File: src/rtl/fifo_replay_drain_pkg.sv
`default_nettype none
// +--------------------------------------------------------------------------+
// | fifo_replay_drain_pkg                                                    |
// | Shared types and helpers for the replay-FIFO drain stage.                |
// | Rev 1.0                                                                  |
// +--------------------------------------------------------------------------+
package fifo_replay_drain_pkg;

    typedef enum logic [0:0] {
        RUN    = 1'b0,
        REPLAY = 1'b1
    } state_t;

    // Width needed to count 0..max_out inclusive.
    function automatic int outstanding_width(input int max_out);
        return $clog2(max_out + 1);
    endfunction

endpackage
`default_nettype wire

File: src/rtl/fifo_replay_drain_skid2.sv
`default_nettype none
// +--------------------------------------------------------------------------+
// | fifo_skid2                                                               |
// | Two-entry in-order buffer; simultaneous write and read allowed when full.|
// | Rev 1.0                                                                  |
// +--------------------------------------------------------------------------+
module fifo_skid2
    import fifo_replay_drain_pkg::*;
#(
    parameter int W = 32
) (
    input  logic         clk,
    input  logic         rst,
    input  logic         clear,
    input  logic         wen,
    input  logic [W-1:0] wdata,
    input  logic         ren,
    output logic [W-1:0] rdata,
    output logic         vld,
    output logic [1:0]   cnt
);

    logic [W-1:0] r_mem [2];
    logic         r_head;
    logic [1:0]   r_cnt;
    logic         w_widx;

    // With two entries the tail slot aliases the head; a same-cycle read frees it.
    assign w_widx = r_head ^ r_cnt[0];

    always_ff @(posedge clk) begin
        if (rst || clear) begin
            r_head <= 1'b0;
            r_cnt  <= 2'd0;
        end else begin
            if (ren) begin
                r_head <= ~r_head;
            end
            r_cnt <= r_cnt + {1'b0, wen} - {1'b0, ren};
        end
    end

    always_ff @(posedge clk) begin
        if (wen) begin
            r_mem[w_widx] <= wdata;
        end
    end

    assign rdata = r_mem[r_head];
    assign vld   = (r_cnt != 2'd0);
    assign cnt   = r_cnt;

endmodule
`default_nettype wire

File: src/rtl/fifo_replay_drain.sv
`default_nettype none
// +--------------------------------------------------------------------------+
// | fifo_replay_drain                                                        |
// | Speculative drain for a replay-capable FIFO: go-back-N on consumer nack. |
// | Rev 1.0                                                                  |
// +--------------------------------------------------------------------------+
module fifo_replay_drain
    import fifo_replay_drain_pkg::*;
#(
    parameter int W       = 32,
    parameter int N       = 16,
    parameter int MAX_OUT = N
) (
    input  logic                                 clk,
    input  logic                                 rst,
    input  logic                                 fifo_empty_r,
    output logic                                 fifo_pop,
    input  logic [W-1:0]                         fifo_pop_data,
    output logic                                 fifo_commit,
    output logic                                 fifo_replay,
    output logic                                 out_vld,
    output logic [W-1:0]                         out_data,
    input  logic                                 out_rdy,
    input  logic                                 resp_vld,
    input  logic                                 resp_ack,
    output logic [outstanding_width(MAX_OUT)-1:0] outstanding_r,
    output logic                                 busy
);

    localparam int c_ow = outstanding_width(MAX_OUT);
    localparam int c_ew = c_ow + 2;

    state_t          r_state;
    logic            r_inflight;
    logic            r_discard;
    logic            r_commit;
    logic            r_replay;

    logic [W-1:0]    w_head;
    logic            w_skid_vld;
    logic [1:0]      w_skid_cnt;
    logic            w_xfer;
    logic            w_resp_ok;
    logic            w_ack;
    logic            w_nack;
    logic            w_pop;
    logic            w_wen;
    logic [2:0]      w_fill;
    logic [c_ew-1:0] w_occ;

    assign w_xfer    = w_skid_vld & out_rdy;
    // A response with nothing outstanding and nothing transferring is dropped.
    assign w_resp_ok = resp_vld & ((outstanding_r != '0) | w_xfer);
    assign w_ack     = w_resp_ok & resp_ack;
    assign w_nack    = w_resp_ok & ~resp_ack;

    assign w_fill = {1'b0, w_skid_cnt} + {2'b00, r_inflight} - {2'b00, w_xfer};
    assign w_occ  = c_ew'(outstanding_r) + c_ew'(w_skid_cnt) + c_ew'(r_inflight);

    assign w_pop = (r_state == RUN) & ~fifo_empty_r & ~w_nack
                 & (w_fill < 3'd2) & (w_occ < c_ew'(MAX_OUT));

    assign w_wen = r_inflight & ~r_discard;

    fifo_skid2 #(
        .W (W)
    ) u_skid (
        .clk   (clk),
        .rst   (rst),
        .clear (w_nack),
        .wen   (w_wen),
        .wdata (fifo_pop_data),
        .ren   (w_xfer),
        .rdata (w_head),
        .vld   (w_skid_vld),
        .cnt   (w_skid_cnt)
    );

    always_ff @(posedge clk) begin
        if (rst) begin
            r_state       <= RUN;
            r_inflight    <= 1'b0;
            r_discard     <= 1'b0;
            r_commit      <= 1'b0;
            r_replay      <= 1'b0;
            outstanding_r <= '0;
        end else begin
            r_inflight <= w_pop;
            r_commit   <= w_ack;
            r_discard  <= w_nack & r_inflight;

            case (r_state)
                RUN: begin
                    if (w_nack) begin
                        r_state  <= REPLAY;
                        r_replay <= 1'b1;
                    end else begin
                        r_replay <= 1'b0;
                    end
                end
                REPLAY: begin
                    r_state  <= RUN;
                    r_replay <= 1'b0;
                end
                default: begin
                    r_state  <= RUN;
                    r_replay <= 1'b0;
                end
            endcase

            // A nack voids everything speculative, including this cycle's transfer.
            if (w_nack) begin
                outstanding_r <= '0;
            end else if (w_xfer && !w_resp_ok) begin
                outstanding_r <= outstanding_r + c_ow'(1);
            end else if (w_resp_ok && !w_xfer) begin
                outstanding_r <= outstanding_r - c_ow'(1);
            end
        end
    end

    assign fifo_pop    = w_pop;
    assign fifo_commit = r_commit;
    assign fifo_replay = r_replay;
    assign out_vld     = w_skid_vld;
    assign out_data    = w_head;
    assign busy        = (r_state != RUN) | w_skid_vld | r_inflight | (outstanding_r != '0);

    a_no_orphan_resp : assert property (@(posedge clk) disable iff (rst)
        !(resp_vld && (outstanding_r == '0) && !w_xfer));

    a_data_stable : assert property (@(posedge clk) disable iff (rst)
        (out_vld && !out_rdy && !w_nack) |=> $stable(out_data));

endmodule
`default_nettype wire

File: config.mk
export PLATFORM = sky130hd
export DESIGN_NAME = fifo_replay_drain
export DESIGN_NICKNAME = d
export VERILOG_FILES = /design/src/rtl/fifo_replay_drain_pkg.sv /design/src/rtl/fifo_replay_drain_skid2.sv /design/src/rtl/fifo_replay_drain.sv
export SDC_FILE = /design/constraint.sdc
export NUM_CORES = 1
export LEC_CHECK = 0
export ABC_AREA = 0
export CORE_MARGIN = 2
export CORE_UTILIZATION = 25
export CTS_BUF_LIST = sky130_fd_sc_hd__clkbuf_4
export CTS_CLUSTER_SIZE = 40
export DETAILED_ROUTE_END_ITERATION = 10
export PLACE_DENSITY = 0.46
export SYNTH_ARGS = -nofsm -noshare
export SYNTH_HDL_FRONTEND = slang
export SYNTH_SLANG_ARGS = --single-unit
File: constraint.sdc
create_clock -name clk -period 2.3 [get_ports clk]
set_input_delay 0.345 -clock clk [delete_from_list [all_inputs] [get_ports clk]]
set_output_delay 0.345 -clock clk [all_outputs]
set_load 0.005 [all_outputs]
==> results of run 1 <==
[layout by cell type, fill, tap and decap left out, drive strengths merged, types with 2 or more instances in the layout]
| master | n |
|---|---|
| a21o | 2 |
| a21oi | 7 |
| buf | 26 |
| clkbuf | 11 |
| clkdlybuf4s50 | 76 |
| clkinv | 4 |
| dfxtp | 13 |
| edfxtp | 64 |
| fa | 2 |
| ha | 6 |
| inv | 4 |
| mux2 | 32 |
| mux2i | 2 |
| nand2 | 4 |
| nand3 | 3 |
| nor2 | 11 |
| nor2b | 2 |
| nor3 | 4 |
| nor4b | 2 |
| o211ai | 4 |
| o21ai | 4 |
| xnor2 | 5 |
[cell type report]
class / count / area share [%]
well taps: 168 / 4.67
clock inverters: 6 / 1.19
flip-flops and latches: 77 / 48.7
repair buffers: 104 / 22.8
multi-input cells: 104 / 20.7
clock buffers: 10 / 1.67
inverters: 4 / 0.333
[sequential cells by signal, summed over array words and instances (netlist names), named ones only]
signal,count
outstanding_r,5
fifo_replay,1
u_skid.r_mem,64
u_skid.cnt,2
r_discard,1
r_inflight,1
u_skid.r_head,1
fifo_commit,1
[how the worst max path moves through the flow]
stage,slack [ns],from,depth (start not counted),end
floorplan,0.005,u_skid.cnt[0],2,u_skid.r_mem[1][0]
global placement,-0.76,out_rdy,9,fifo_pop
finish,-0.18,u_skid.cnt[0],8,fifo_pop
global route,-0.38,u_skid.cnt[0],8,fifo_pop
detailed placement,-0.76,out_rdy,9,fifo_pop
CTS,-0.21,u_skid.cnt[0],8,fifo_pop
[kinds of logic after synthesis]
kind of cell | share of synthesized area [%]
flops | 70.2
mux | 12.2
simple gates | 5.84
compound gates | 5.27
buf+inv | 1.09
fa+ha+maj | 3.70
xor+xnor | 1.69
[power by group through the flow]
| stage | sequential, mW | combinational (mW) | clock, mW |
|---|---|---|---|
| after global routing | 1.98 | 2.24 | 0.876 |
| after floorplan | 1.98 | 0.912 | 0 |
| after global placement | 1.96 | 2.04 | 0 |
| after CTS | 1.94 | 2.04 | 0.825 |
| final | 1.95 | 2.04 | 0.776 |
| after detailed placement | 1.96 | 2.03 | 0 |
[critical path, delay by kind of cell, from the launching register on]
kind / cells / cell delay [ns]
adder cells (fa/ha/maj): 1 / 0.50
AND/OR/NAND/NOR: 3 / 0.44
flip-flops: 1 / 0.39
AO/OA/AOI/OAI: 3 / 0.28
buffers and inverters: 1 / 0.11
[what timing repair did]
| item | 4_1_cts | 5_1_grt |
|---|---|---|
| setup endpoints to repair | 2 | 3 |
| pin swaps | 5 | 1 |
| buffers inserted | 1 | 0 |
| endpoints found under the hold margin | 0 | 0 |
| gates cloned | 0 | 1 |
| gates resized for setup | 17 | 5 |
[layer usage]
layer	vias to the layer above	GRT usage, %	wire length (microns)
met5	-	0	0
met4	0	5.06	123
met3	10	3.09	410
met2	58	16.5	3030
met1	943	12.4	3110
li1	949	-	-
==> summary.md, run 1 <==
| Metric | Value |
|---|---|
| DIE WIDTH | `116 microns` |
| Core area | `12100 sq um` |
| Bufs on Longest Clock Path | `2` |
| Cell taking the most area after synthesis | `edfxtp_1` |
| WP data required | `1.96 ns` |
| Worst slew margin | `74.3%` |
| WHS Endpoint | `u_skid.r_mem[0][9]` |
| N_diodes | `0` |
| CTS H-tree lvls | `3` |
| Share of layout cells above drive strength 1 | `28.5%` |
| Register area share after synthesis | `70.2%` |
| Inst Count DP | `455` |
| Final period util | `108%` |
| CTS tree | `yes` |
| Post-synthesis instance total | `190` |
| Switching Power | `1.38 mW` |
| P_int | `3.38 mW` |
| Final Hold Viols | `0` |
| Clock root cell | `clkbuf_4` |
| Die Span Y | `116 microns` |
| Post-Synthesis Net Count | `236` |
| Routed Antenna Nets | `0` |
| Failing checks | `setup timing` |
| Synth-to-layout area growth | `44.9%` |
| Final nets | `346` |
| Reg2Reg Setup Slack | `0.18 ns` |
| Area contributors post-synth | `edfxtp_1, mux2_2, dfxtp_1, ha_1, xnor2_1` |
| PwrDens | `1060 nW/um^2` |
| Drt pass-1 iters | `4` |
| Sequential power share | `40.9%` |
| Slowest stage delay, CP | `0.50 ns` |
| Post-synth top area share | `61.8%` |
| Largest net degree at the start of global routing | `32` |
| Layout filler cell count | `1169` |
| Dpl ws | `-0.764 ns` |
| Clock latency at the later pin of the worst-skew pair | `0.41 ns` |
| Post-placement cell area | `4310 sq um` |
| Initial core utilization | `25.8%` |
| Crit path top cell by count | `o21ai_2` |
| # Max-Cap Violations | `0` |
| Hold Startpoint | `fifo_pop_data[9]` |
| Worst setup path class | `reg -> out` |
| Power share of the clock group | `16.3%` |
| I/O Pins | `80` |
| CTS sink count | `77` |
| CP startpoint kind | `flop` |
| Syn Std Cell Area | `3110 sq um` |
| Commonest cells in the netlist | `edfxtp_1, mux2_2, dfxtp_1` |
| Cell Rows | `40` |
| Number of enable-type register cells in the synthesized netlist | `64` |
| Max Transition Viols Final | `0` |
| DR DRC count | `0` |
| Total number of yosys warnings | `0` |
| WP data arrival | `2.13 ns` |
| Hold/Removal Path Class | `in -> reg` |
| Final Core Density | `37.3%` |
| Final setup viols | `2` |
| Max rail drop VDD | `0.000336 V` |
| #FFs+latches synth | `77` |
| Reg2reg end | `outstanding_r[4]` |
| Hold depth | `1` |
| Gr ovfl total | `0` |
| Switch share | `29.1%` |
| All-Layer GR Usage | `10.2%` |
| DR vias | `1960` |
| First-pass GRT wire length | `10200 microns` |
| Die area | `13300 sq um` |
| Most common cell in the netlist | `edfxtp_1` |
| Worst slew pin tran | `0.385 ns` |
| Total power | `4.77 mW` |
| Multi-input gate area | `932 sq um` |
| WL final | `6680 microns` |
| CP Capture Type | `output port` |
| Clock Skews | `0.0105 ns` |
| CP Cell Sequence | `o21ai_2, nor2_4, o21ai_2, fa_1, nor4b_4, o211ai_1, nor2_1, buf_2` |
| Iter 0 DRT Violations | `60` |
| Combinational power share | `42.9%` |
| RSZ-0062 raised after global routing | `true` |
| Post-CTS Hold Buffers | `0` |
| Vias in the first global route | `2058` |
| Post-Layout Cell Count | `473` |
| Final Critical Period | `2.48 ns` |
| Max Freq | `0.404 GHz` |
| Yosys cell types | `35` |
| Vias per inst | `4.14` |
| Async set-reset flop share out of synthesis | `0%` |
| Final instance area | `4500 sq um` |
| Initial antenna violation count | `0` |
| Crit path max fanout | `5` |
| Hold_ws | `0.517 ns` |
| DP HPWL | `4420 microns` |
| Routability cong. | `0.749` |
| Slowest cell on crit path | `fa_1` |
| Syn Area/Cell | `16.4 sq um` |
| Num CTS Buffers | `9` |
| Register area | `2190 sq um` |
| PortBufs | `79` |
| FF-to-FF path depth | `9` |
| Leak pwr | `1.56 nW` |
| Average routed wire per standard cell | `14.1 microns` |
| R2r startpoint | `u_skid.cnt[0]` |
| Final setup margin | `-0.176 ns` |
| Status | `finished with violations` |
| Aggregate negative setup slack | `-0.254 ns` |
| Worst-path clk slew | `0.12 ns` |
| Ys flop type | `edfxtp_1` |
(Power assumes the default switching activity.)
==> run 2, diff against run 1 <==
CORE_UTILIZATION = 45   (was 25)
PLACE_DENSITY = 0.76   (was 0.46)
==> summary.md, run 2 (same netlist as run 1, synthesis figures left out) <==
| Metric | Value |
|---|---|
| Status | `finished with violations` |
| Failing checks | `setup timing` |
| Final period util | `118% (+10 points)` |
| CP Cell Sequence | `o21ai_4, nor2_4, buf_6, fa_1, nor4b_4, o211ai_1, buf_4, nor2_2, buf_2` |
| Bufs on Longest Clock Path | `2 (unchanged)` |
| Vias in the first global route | `2036 (-1.1%)` |
| Hold_ws | `0.506 ns (-0.0112 ns)` |
| Clock Skews | `0.0192 ns (+0.00873 ns)` |
| Worst slew margin | `73.2% (-1.1 points)` |
| All-Layer GR Usage | `16.9% (+6.7 points)` |
| Synth-to-layout area growth | `43.7%` |
| N_diodes | `0 (unchanged)` |
| RSZ-0062 raised after global routing | `true` |
| I/O Pins | `80 (unchanged)` |
| Post-CTS Hold Buffers | `0 (unchanged)` |
| Worst-path clk slew | `0.13 ns (about the same)` |
| Iter 0 DRT Violations | `60 (unchanged)` |
| CTS sink count | `77 (unchanged)` |
| Hold/Removal Path Class | `in -> reg` |
| Routed Antenna Nets | `0 (unchanged)` |
| Register area | `2190 sq um (-0.17%)` |
| Layout filler cell count | `505 (-57%)` |
| Slowest cell on crit path | `fa_1` |
| Final setup viols | `2 (unchanged)` |
| Biggest register | `u_skid.r_mem` |
| DP HPWL | `4150 microns (-5.9%)` |
| Vias per inst | `5.12 (+23%)` |
| Total power | `4.94 mW (+3.6%)` |
| Routability cong. | `0.787 (+5.0%)` |
| Leak pwr | `1.61 nW (+3.0%)` |
| Final nets | `356 (+2.9%)` |
| Average routed wire per standard cell | `16.0 microns (+13%)` |
| WL final | `6300 microns (-5.6%)` |
| DIE WIDTH | `87.1 microns (-25%)` |
| PwrDens | `1110 nW/um^2 (+4.5%)` |
| Worst slew pin tran | `0.397 ns (+0.0118 ns)` |
| Final setup margin | `-0.415 ns (-0.239 ns)` |
| CTS H-tree lvls | `3 (unchanged)` |
| Die Span Y | `87.1 microns (-25%)` |
| Num CTS Buffers | `9 (unchanged)` |
| Final Critical Period | `2.72 ns (+0.239 ns)` |
| Initial core utilization | `46.0% (+20 points)` |
| Final Core Density | `66.1% (+29 points)` |
| Crit path max fanout | `4 (-1)` |
| PortBufs | `79 (unchanged)` |
| Max Transition Viols Final | `0 (unchanged)` |
| Reg2Reg Setup Slack | `0.12 ns (-0.06 ns)` |
| Gr ovfl total | `0 (unchanged)` |
| WP data arrival | `2.37 ns (+0.24 ns)` |
| Initial antenna violation count | `0 (unchanged)` |
| CP startpoint kind | `flop` |
| WP data required | `1.96 ns (about the same)` |
| Multi-input gate area | `965 sq um (+3.5%)` |
| Largest register FFs | `64 (unchanged)` |
| Max Freq | `0.368 GHz (-8.8%)` |
| Cell Rows | `30 (-25%)` |
| Clock latency at the later pin of the worst-skew pair | `0.41 ns (about the same)` |
| DR vias | `2016 (+2.9%)` |
| Drt pass-1 iters | `4 (unchanged)` |
| Dpl ws | `-0.717 ns (+0.0477 ns)` |
| Crit-path leading delay family | `adder cells` |
| Most frequent cells in the layout | `clkdlybuf4s50_1, edfxtp_1, mux2_2, buf_4, dfxtp_1` |
| CTS tree | `yes` |
| Core area | `6760 sq um (-44%)` |
| Worst setup path class | `reg -> out` |
| First-pass GRT wire length | `9660 microns (-5.4%)` |
| Slowest stage delay, CP | `0.53 ns (+0.03 ns)` |
| Share of layout cells above drive strength 1 | `33.1% (+4.6 points)` |
| CP bufs+invs | `3 (+2)` |
| Commonest non-fill, non-tap cell in the layout | `clkdlybuf4s50_1` |
| DR DRC count | `0 (unchanged)` |
| Largest net degree at the start of global routing | `21 (-34%)` |
| Max rail drop VDD | `0.000690 V (+110%)` |
| Clock root cell | `clkbuf_4` |
| Die area | `7590 sq um (-43%)` |
| CP Capture Type | `output port` |
| # Max-Cap Violations | `0 (unchanged)` |
| Final Hold Viols | `0 (unchanged)` |
run 2: cell types whose count changed in the layout (fill, tap and decap cells not counted), moves of 2 or more:
cell      previous run  this run
buf_12               3         0
buf_4               20        29
nor2_4               2         4
nor2_1               9         6
clkinv_1             3         0
buf_6                1         6
run 2: path summary, 6_finish.rpt:
path	endpoint	cells after the start	from
worst max register to register	r_inflight	11	u_skid.cnt[0]
worst min register to register	fifo_replay	1	fifo_replay
worst max-delay path	fifo_pop	9	u_skid.cnt[0]
worst min-delay path	u_skid.r_mem[1][23]	1	fifo_pop_data[23]
run 2: worst reg2reg max path, delay by kind of cell (launching register included):
| kind | cells | cell delay [ns] |
|---|---|---|
| buffers and inverters | 5 | 0.58 |
| DFF | 1 | 0.38 |
| and+or+nand+nor | 3 | 0.33 |
| AOI/OAI and AO/OA | 2 | 0.31 |
| adders and majority gates | 1 | 0.53 |
run 2: final cells by class:
| class | instances | area share, % |
|---|---|---|
| Clock inverter | 6 | 1.43 |
| Inverter | 4 | 0.336 |
| Sequential cell | 77 | 49.0 |
| Timing Repair Buffer | 114 | 23.9 |
| Tap cell | 80 | 2.24 |
| Multi-Input combinational cell | 104 | 21.6 |
| Clock buffer | 9 | 1.51 |
run 2: timing repair:
| item | 4_1_cts | 5_1_grt |
|---|---|---|
| pin swaps | 6 | 6 |
| setup buffers | 13 | 2 |
| setup endpoints to repair | 2 | 10 |
| gates resized for setup | 22 | 18 |
run 2: power by group:
part / internal (mW) / switching [mW]
Clock: 0.326 / 0.467
Combinational: 1.31 / 0.889
Sequential: 1.85 / 0.0996
Total: 3.48 / 1.45
run 2: stage by stage:
step	TNS, ns	cells	area (sq um)
6_report	-0.505	394	4470
3_5_place_dp	-1.02	371	4190
4_1_cts	-0.674	397	4440
5_1_grt	-0.625	394	4470
3_3_place_gp	-0.903	371	4190
2_1_floorplan	0	190	3110
run 2: layer usage:
| metal | vias to the layer above | GRT usage, % | share of wire, % |
|---|---|---|---|
| met5 | - | 0 | 0 |
| met4 | 0 | 7.27 | 1.6 |
| li1 | 966 | - | - |
| met1 | 980 | 19.9 | 40 |
| met2 | 60 | 28.5 | 52 |
| met3 | 10 | 5.21 | 6.5 |
